==> src/rtl/mem_seq_pkg.sv <==
// Shared definitions for the Avalon-MM address sequencer: FSM state encoding
// and the default parameter values used by the top level.
package mem_seq_pkg;

    typedef enum logic [2:0] {
        IDLE      = 3'd0,
        RD        = 3'd1,
        WAIT_DATA = 3'd2,
        WR        = 3'd3,
        ROW_ADV   = 3'd4,
        DONE      = 3'd5
    } state_e;

    localparam int DEF_ADDR_W     = 32;
    localparam int DEF_DIM_W      = 16;
    localparam int DEF_N_ROWS     = 3;
    localparam int DEF_WORD_BYTES = 4;

endpackage

==> src/rtl/strobe_edge_det.sv <==
// Rising-edge detector for a level strobe: one history register plus an AND.
module strobe_edge_det (
    input  logic clk,
    input  logic n_rst,
    input  logic strobe,
    output logic rise
);

    logic strobe_d;
    logic strobe_q;

    // Next history value is simply the current strobe level.
    always_comb begin
        strobe_d = strobe;
    end

    // Remember last cycle's strobe level.
    always_ff @(posedge clk or negedge n_rst) begin
        if (!n_rst) begin
            strobe_q <= 1'b0;
        end else begin
            strobe_q <= strobe_d;
        end
    end

    assign rise = strobe & ~strobe_q;

endmodule

==> src/rtl/mem_addr_sequencer.sv <==
// Avalon-MM address sequencer: per column issues N_ROWS vertically adjacent
// reads, waits for the datapath result, then issues one write; walks the
// frame column by column and row by row. All request outputs are registered.
module mem_addr_sequencer
    import mem_seq_pkg::*;
#(
    parameter int ADDR_W     = DEF_ADDR_W,
    parameter int DIM_W      = DEF_DIM_W,
    parameter int N_ROWS     = DEF_N_ROWS,
    parameter int WORD_BYTES = DEF_WORD_BYTES
) (
    input  logic              clk,
    input  logic              n_rst,
    input  logic              start,
    input  logic              abort,
    input  logic [ADDR_W-1:0] read_base,
    input  logic [ADDR_W-1:0] write_base,
    input  logic [DIM_W-1:0]  n_columns,
    input  logic [DIM_W-1:0]  n_lines,
    input  logic              wr_data_ok,
    input  logic              avm_waitrequest,
    output logic [ADDR_W-1:0] avm_address,
    output logic              avm_read,
    output logic              avm_write,
    output logic              busy,
    output logic              done,
    output logic [DIM_W-1:0]  col_idx,
    output logic [DIM_W-1:0]  row_idx
);

    localparam int RD_CNT_W = (N_ROWS > 1) ? $clog2(N_ROWS) : 1;
    localparam logic [RD_CNT_W-1:0] LAST_RD = RD_CNT_W'(N_ROWS - 1);

    logic start_rise;

    state_e              state_q,       state_d;
    logic [ADDR_W-1:0]   row_base_q [N_ROWS];
    logic [ADDR_W-1:0]   row_base_d [N_ROWS];
    logic [ADDR_W-1:0]   wr_base_q,     wr_base_d;
    logic [ADDR_W-1:0]   col_off_q,     col_off_d;
    logic [ADDR_W-1:0]   stride_q,      stride_d;
    logic [RD_CNT_W-1:0] rd_cnt_q,      rd_cnt_d;
    logic [DIM_W-1:0]    last_col_q,    last_col_d;
    logic [DIM_W-1:0]    last_row_q,    last_row_d;
    logic [DIM_W-1:0]    col_idx_q,     col_idx_d;
    logic [DIM_W-1:0]    row_idx_q,     row_idx_d;
    logic [ADDR_W-1:0]   avm_address_q, avm_address_d;
    logic                avm_read_q,    avm_read_d;
    logic                avm_write_q,   avm_write_d;
    logic                busy_q,        busy_d;
    logic                done_q,        done_d;
    logic [ADDR_W-1:0]   launch_acc;

    strobe_edge_det u_start_edge (
        .clk    (clk),
        .n_rst  (n_rst),
        .strobe (start),
        .rise   (start_rise)
    );

    // Next-state, address bookkeeping and the registered request outputs.
    always_comb begin
        state_d    = state_q;
        wr_base_d  = wr_base_q;
        col_off_d  = col_off_q;
        stride_d   = stride_q;
        rd_cnt_d   = rd_cnt_q;
        last_col_d = last_col_q;
        last_row_d = last_row_q;
        col_idx_d  = col_idx_q;
        row_idx_d  = row_idx_q;
        launch_acc = read_base;
        for (int r = 0; r < N_ROWS; r++) begin
            row_base_d[r] = row_base_q[r];
        end

        case (state_q)
            IDLE: begin
                if (start_rise) begin
                    // Line starts are built with an adder chain from read_base.
                    stride_d = ADDR_W'(n_columns) * ADDR_W'(WORD_BYTES);
                    for (int r = 0; r < N_ROWS; r++) begin
                        row_base_d[r] = launch_acc;
                        launch_acc    = launch_acc + stride_d;
                    end
                    wr_base_d  = write_base;
                    col_off_d  = '0;
                    rd_cnt_d   = '0;
                    col_idx_d  = '0;
                    row_idx_d  = '0;
                    last_col_d = n_columns - DIM_W'(1);
                    last_row_d = n_lines - DIM_W'(N_ROWS);
                    if (n_columns == '0 || n_lines < DIM_W'(N_ROWS)) begin
                        state_d = DONE;
                    end else begin
                        state_d = RD;
                    end
                end
            end
            RD: begin
                if (!avm_waitrequest) begin
                    if (abort) begin
                        state_d = IDLE;
                    end else if (rd_cnt_q == LAST_RD) begin
                        rd_cnt_d = '0;
                        state_d  = WAIT_DATA;
                    end else begin
                        rd_cnt_d = rd_cnt_q + RD_CNT_W'(1);
                    end
                end
            end
            WAIT_DATA: begin
                if (abort) begin
                    state_d = IDLE;
                end else if (wr_data_ok) begin
                    state_d = WR;
                end
            end
            WR: begin
                if (!avm_waitrequest) begin
                    if (abort) begin
                        state_d = IDLE;
                    end else if (col_idx_q < last_col_q) begin
                        col_idx_d = col_idx_q + DIM_W'(1);
                        col_off_d = col_off_q + ADDR_W'(WORD_BYTES);
                        state_d   = RD;
                    end else begin
                        state_d = ROW_ADV;
                    end
                end
            end
            ROW_ADV: begin
                for (int r = 0; r < N_ROWS; r++) begin
                    row_base_d[r] = row_base_q[r] + stride_q;
                end
                wr_base_d = wr_base_q + stride_q;
                col_off_d = '0;
                col_idx_d = '0;
                row_idx_d = row_idx_q + DIM_W'(1);
                if (abort) begin
                    state_d = IDLE;
                end else if (row_idx_q == last_row_q) begin
                    state_d = DONE;
                end else begin
                    state_d = RD;
                end
            end
            DONE: begin
                state_d = IDLE;
            end
            default: begin
                state_d = IDLE;
            end
        endcase

        // Outputs are derived from the next state so they register in step with it.
        avm_read_d    = (state_d == RD);
        avm_write_d   = (state_d == WR);
        busy_d        = (state_d inside {RD, WAIT_DATA, WR, ROW_ADV});
        done_d        = (state_d == DONE);
        avm_address_d = avm_address_q;
        if (state_d == RD) begin
            avm_address_d = row_base_d[rd_cnt_d] + col_off_d;
        end else if (state_d == WR) begin
            avm_address_d = wr_base_d + col_off_d;
        end
    end

    // FSM state, address bases and registered outputs.
    always_ff @(posedge clk or negedge n_rst) begin
        if (!n_rst) begin
            state_q       <= IDLE;
            wr_base_q     <= '0;
            col_off_q     <= '0;
            stride_q      <= '0;
            rd_cnt_q      <= '0;
            last_col_q    <= '0;
            last_row_q    <= '0;
            col_idx_q     <= '0;
            row_idx_q     <= '0;
            avm_address_q <= '0;
            avm_read_q    <= 1'b0;
            avm_write_q   <= 1'b0;
            busy_q        <= 1'b0;
            done_q        <= 1'b0;
            for (int r = 0; r < N_ROWS; r++) begin
                row_base_q[r] <= '0;
            end
        end else begin
            state_q       <= state_d;
            wr_base_q     <= wr_base_d;
            col_off_q     <= col_off_d;
            stride_q      <= stride_d;
            rd_cnt_q      <= rd_cnt_d;
            last_col_q    <= last_col_d;
            last_row_q    <= last_row_d;
            col_idx_q     <= col_idx_d;
            row_idx_q     <= row_idx_d;
            avm_address_q <= avm_address_d;
            avm_read_q    <= avm_read_d;
            avm_write_q   <= avm_write_d;
            busy_q        <= busy_d;
            done_q        <= done_d;
            for (int r = 0; r < N_ROWS; r++) begin
                row_base_q[r] <= row_base_d[r];
            end
        end
    end

    assign avm_address = avm_address_q;
    assign avm_read    = avm_read_q;
    assign avm_write   = avm_write_q;
    assign busy        = busy_q;
    assign done        = done_q;
    assign col_idx     = col_idx_q;
    assign row_idx     = row_idx_q;

endmodule

==> config.mk <==
export PLATFORM = sky130hd
export DESIGN_NAME = mem_addr_sequencer
export DESIGN_NICKNAME = d
export VERILOG_FILES = /design/src/rtl/mem_seq_pkg.sv /design/src/rtl/strobe_edge_det.sv /design/src/rtl/mem_addr_sequencer.sv
export SDC_FILE = /design/constraint.sdc
export NUM_CORES = 1
export LEC_CHECK = 0
export BUFFER_PORTS_ARGS = -buffer_cell sky130_fd_sc_hd__buf_2
export CAP_MARGIN = 15
export CORE_AREA = 4 4 201 203
export CTS_BUF_LIST = sky130_fd_sc_hd__clkbuf_16
export DETAILED_ROUTE_END_ITERATION = 6
export DIE_AREA = 0 0 205 207
export PLACE_DENSITY_LB_ADDON = 0.05
export SETUP_SLACK_MARGIN = 0.02
export SYNTH_ARGS = -nofsm -noshare
export SYNTH_HDL_FRONTEND = slang
export SYNTH_HIERARCHICAL = 1
export SYNTH_SLANG_ARGS = --single-unit
==> constraint.sdc <==
create_clock -name clk -period 5.67 [get_ports clk]
set_input_delay 0.8505 -clock clk [delete_from_list [all_inputs] [get_ports clk]]
set_output_delay 0.8505 -clock clk [all_outputs]
set_load 0.1 [all_outputs]
==> impl_metrics.yaml <==
sta:
  period_share_pct: 113
  fmax_mhz: 156
  hold_viol: 0
  maxSlewViolCount: 0
  rsz0062_at_grt: "true"
  fin_ws_ns: -0.721
  worst_pin_slew_ns: 0.823
  fin_worst_skew_ns: 0.0147
  period_minus_slack_ns: 6.39
  slew_headroom_pct: 44.5
  setup_violations: 15
  setup_tns_ns: -5.54
clock_tree:
  htree_levels: 2
  cts.clk_slew.worst_paths_ns: 0.06
  insertion_delay_ns: 0.56
  cts.sinks: 282
  cts_tree: "done"
  cts_made_buffers: 35
  cts_buffer_depth: 3
  cts-root-buf: "clkbuf_16"
route:
  wire_per_inst_um: 21.4
  vias_per_cell: 6.14
  ant_nets: 0
  num_vias: 22400
  drt_first_pass_iters: 7
  wl_mm: 77.9
  first_iter_violations: 2014
  drc: 10
global_route:
  grt_max_degree: 131
  gr-total-overflow: 0
  grt_pass1_vias: 22100
  grt_first_pass_wirelength_mm: 121
  antenna_found_initial: 0
  grt_use_total_pct: 35.4
yosys:
  ys_seq_area_share_pct: 33.6
  yosys.area.top_type_share_pct: 33.6
  yosysTopAreaCell: "dfrtp_1"
  synth.net_count: 2748
  syn-instance-count: 2489
  ys_async_sr_fraction_pct: 100
  synthTopCellsByArea: "dfrtp_1, ha_1, nand2_1, o21ai_0, xnor2_1"
  synth-edff-count: 0
  synthDistinctLibCells: 78
  netlist_area_um2: 21000
  yosys_warnings: 6
  synthFlopType: "dfrtp_1"
  syn_area_per_cell_um2: 8.44
  synth_seq_cells: 282
floorplanning:
  dieArea_um2: 42400
  core_um2: 38500
  fp.dieW_um: 205
  die_h_um: 207
  initial_utilization_pct: 54.6
  ios: 170
  rows: 72
critical_path:
  slowest_delay_ns: 0.45
  path_max_fanout: 4
  r2r_start: "wr_base_q[2]"
  worstPathRequired_ns: 6.08
  crit_slowest_cell: "a222oi_1"
  cp-startpoint: "n_columns[0]"
  setup.worst_path.end_class: "register"
  timing.critical_path.mode_cell: "buf_4"
  path_class: "primary input to register"
  cp.arrival_ns: 6.80
  worstSetupStartpointType: "primary input"
  rr_worst_depth: 29
place:
  dp_hpwl_mm: 56.4
  place.gp.congestion: 0.979
  place_area_um2: 25700
  dp.cells: 3511
  numPortBuffers: 169
status:
  violations: "design-rule violations, negative setup slack"
  status: "finished with violations"
final_layout:
  final_area_um2: 28100
  area_growth_pct: 33.5
  final_cell_count_no_fill: 3644
  diodes: 0
  drive_gt1_share_pct: 28.5
  postLayoutCoreUtil_pct: 72.9
  fin_nets: 3359
  num-fill-cells: 2988
flow_run:
  cap_violations: 0
worst_hold_path:
  hp-class: "primary input to async pin"
power_and_ir_drop:
  leakage_nw: 13.5
  power.density_nw_per_um2: 561
  irDropWorstVdd_mv: 0.539
## final timing paths
kind	to	slack, ns
max	avm_address[31]	-0.72
min	col_idx[9]	0.29
max reg2reg	avm_address[31]	-0.53
min reg2reg	wr_base_q[1]	0.47
max in group asynchronous	row_base_q[87]	4.07
min in group clk	u_start_edge/strobe_q	0.43
## state kept, by name, indices dropped and copies added (netlist names)
| register | cells |
|---|---|
| avm_write | 1 |
| row_base_q | 96 |
| avm_address | 32 |
| done | 1 |
| busy | 1 |
| u_start_edge/strobe_q | 1 |
| row_idx | 16 |
| col_idx | 16 |
| col_off_q | 32 |
| state_q | 3 |
| stride_q | 16 |
| last_row_q | 16 |
| wr_base_q | 32 |
| rd_cnt_q | 2 |
| avm_read | 1 |
| last_col_q | 16 |
## power by group
| part | leakage [nW] | switching (W) | total, W | internal, W |
|---|---|---|---|---|
| Clock | 0.596 | 0.000969 | 0.00243 | 0.00146 |
| Combinational | 9.36 | 0.00580 | 0.00988 | 0.00408 |
| Sequential | 3.60 | 0.000650 | 0.00343 | 0.00278 |
| Total | 13.5 | 0.00742 | 0.0157 | 0.00832 |
## placed cells by master (no fill, tap or decap), types with 18 or more instances in the layout
cell type  netlist  routed
nor4_1          21      21
ha_1           150     141
nand3_1         77      77
nor3_1          38      36
clkbuf_16        0      37
xor2_1          76      74
or3_1           19      19
nor2_1         141     135
o21bai_1        19      18
o21ai_0        249     230
nand2_1        354     349
dfrtp_1        282     273
a22oi_1         54      53
a21oi_1        150     127
a21oi_2          0      20
inv_1           80      82
o211ai_1        23      23
o311ai_0        24      22
a21o_1          65      65
a31oi_1         36      34
and3_1          38      37
nand4_1         33      33
mux2_2          18      18
nand2b_1        26      25
xnor2_1        112     100
o21a_1          28      27
buf_2            0     166
buf_4            0     484
## cells in the mapped netlist (all sizes together) (11+ instances only)
| library cell | count |
|---|---|
| nand2 | 354 |
| dfrtp | 282 |
| o21ai | 251 |
| a21oi | 150 |
| ha | 150 |
| nor2 | 141 |
| xnor2 | 112 |
| clkbuf | 84 |
| inv | 82 |
| nand3 | 77 |
| xor2 | 76 |
| a21o | 65 |
| a22oi | 54 |
| and3 | 38 |
| nor3 | 38 |
| a31oi | 36 |
| nand4 | 33 |
| o21a | 28 |
| nand2b | 26 |
| o311ai | 25 |
| a211oi | 23 |
| o211ai | 23 |
| nor4 | 22 |
| and2 | 20 |
| o21bai | 19 |
| or3 | 19 |
| mux2 | 18 |
| a221o | 16 |
| buf | 16 |
| nor2b | 15 |
| mux2i | 14 |
| or2 | 14 |
| a22o | 13 |
| a221oi | 11 |
## logic make-up after synthesis
| kind of cell | count (synthesis) | share of synthesized area [%] |
|---|---|---|
| buffers and inverters | 182 | 3.25 |
| flip-flops | 282 | 33.6 |
| adder cells (fa/ha/maj) | 157 | 9.60 |
| AND/OR/NAND/NOR | 826 | 18.4 |
| AO/OA/AOI/OAI | 822 | 25.7 |
| XOR/XNOR | 188 | 7.84 |
| multiplexers | 32 | 1.63 |
## worst max-delay path, delay by kind of cell
kind,cells,cell delay [ns]
XOR/XNOR,3,0.43
buffers and inverters,5,0.66
AO/OA/AOI/OAI,15,2.87
adder cells (fa/ha/maj),4,1.10
AND/OR/NAND/NOR,8,0.90
## final cells by class
class / instances / area [µm²] / area share [%]
multi-input cells: 2025 / 14000 / 50.0
flip-flops and latches: 282 / 7070 / 25.2
repair buffers: 674 / 4790 / 17.1
clock buffers: 37 / 926 / 3.30
well taps: 518 / 648 / 2.31
inverters: 82 / 308 / 1.10
clock inverters: 26 / 293 / 1.04
## metal layers
layer	track usage, %	share of wire [%]	up-vias
met5	0	0	-
li1	-	-	10400
met1	45.3	40	10800
met3	4.25	6.7	235
met2	60.1	48	948
met4	15.7	4.8	0
## stage by stage
step                hold slack (ns)  power (W)  setup WS [ns]
floorplan                     0.439    0.00918         -0.768
finish                        0.294     0.0157         -0.721
CTS                           0.342     0.0155         -0.589
global placement              0.452     0.0122          -1.33
detailed placement            0.457     0.0125          -1.43
global route                  0.386     0.0167          -1.00
## what timing repair did
item,CTS,global route
gates resized for setup,88,42
pin swaps,57,47
gates cloned,0,0
hold buffers,0,0
endpoints found under the setup margin,19,22
buffers inserted,70,12
Power figures use the tool's default switching activity.
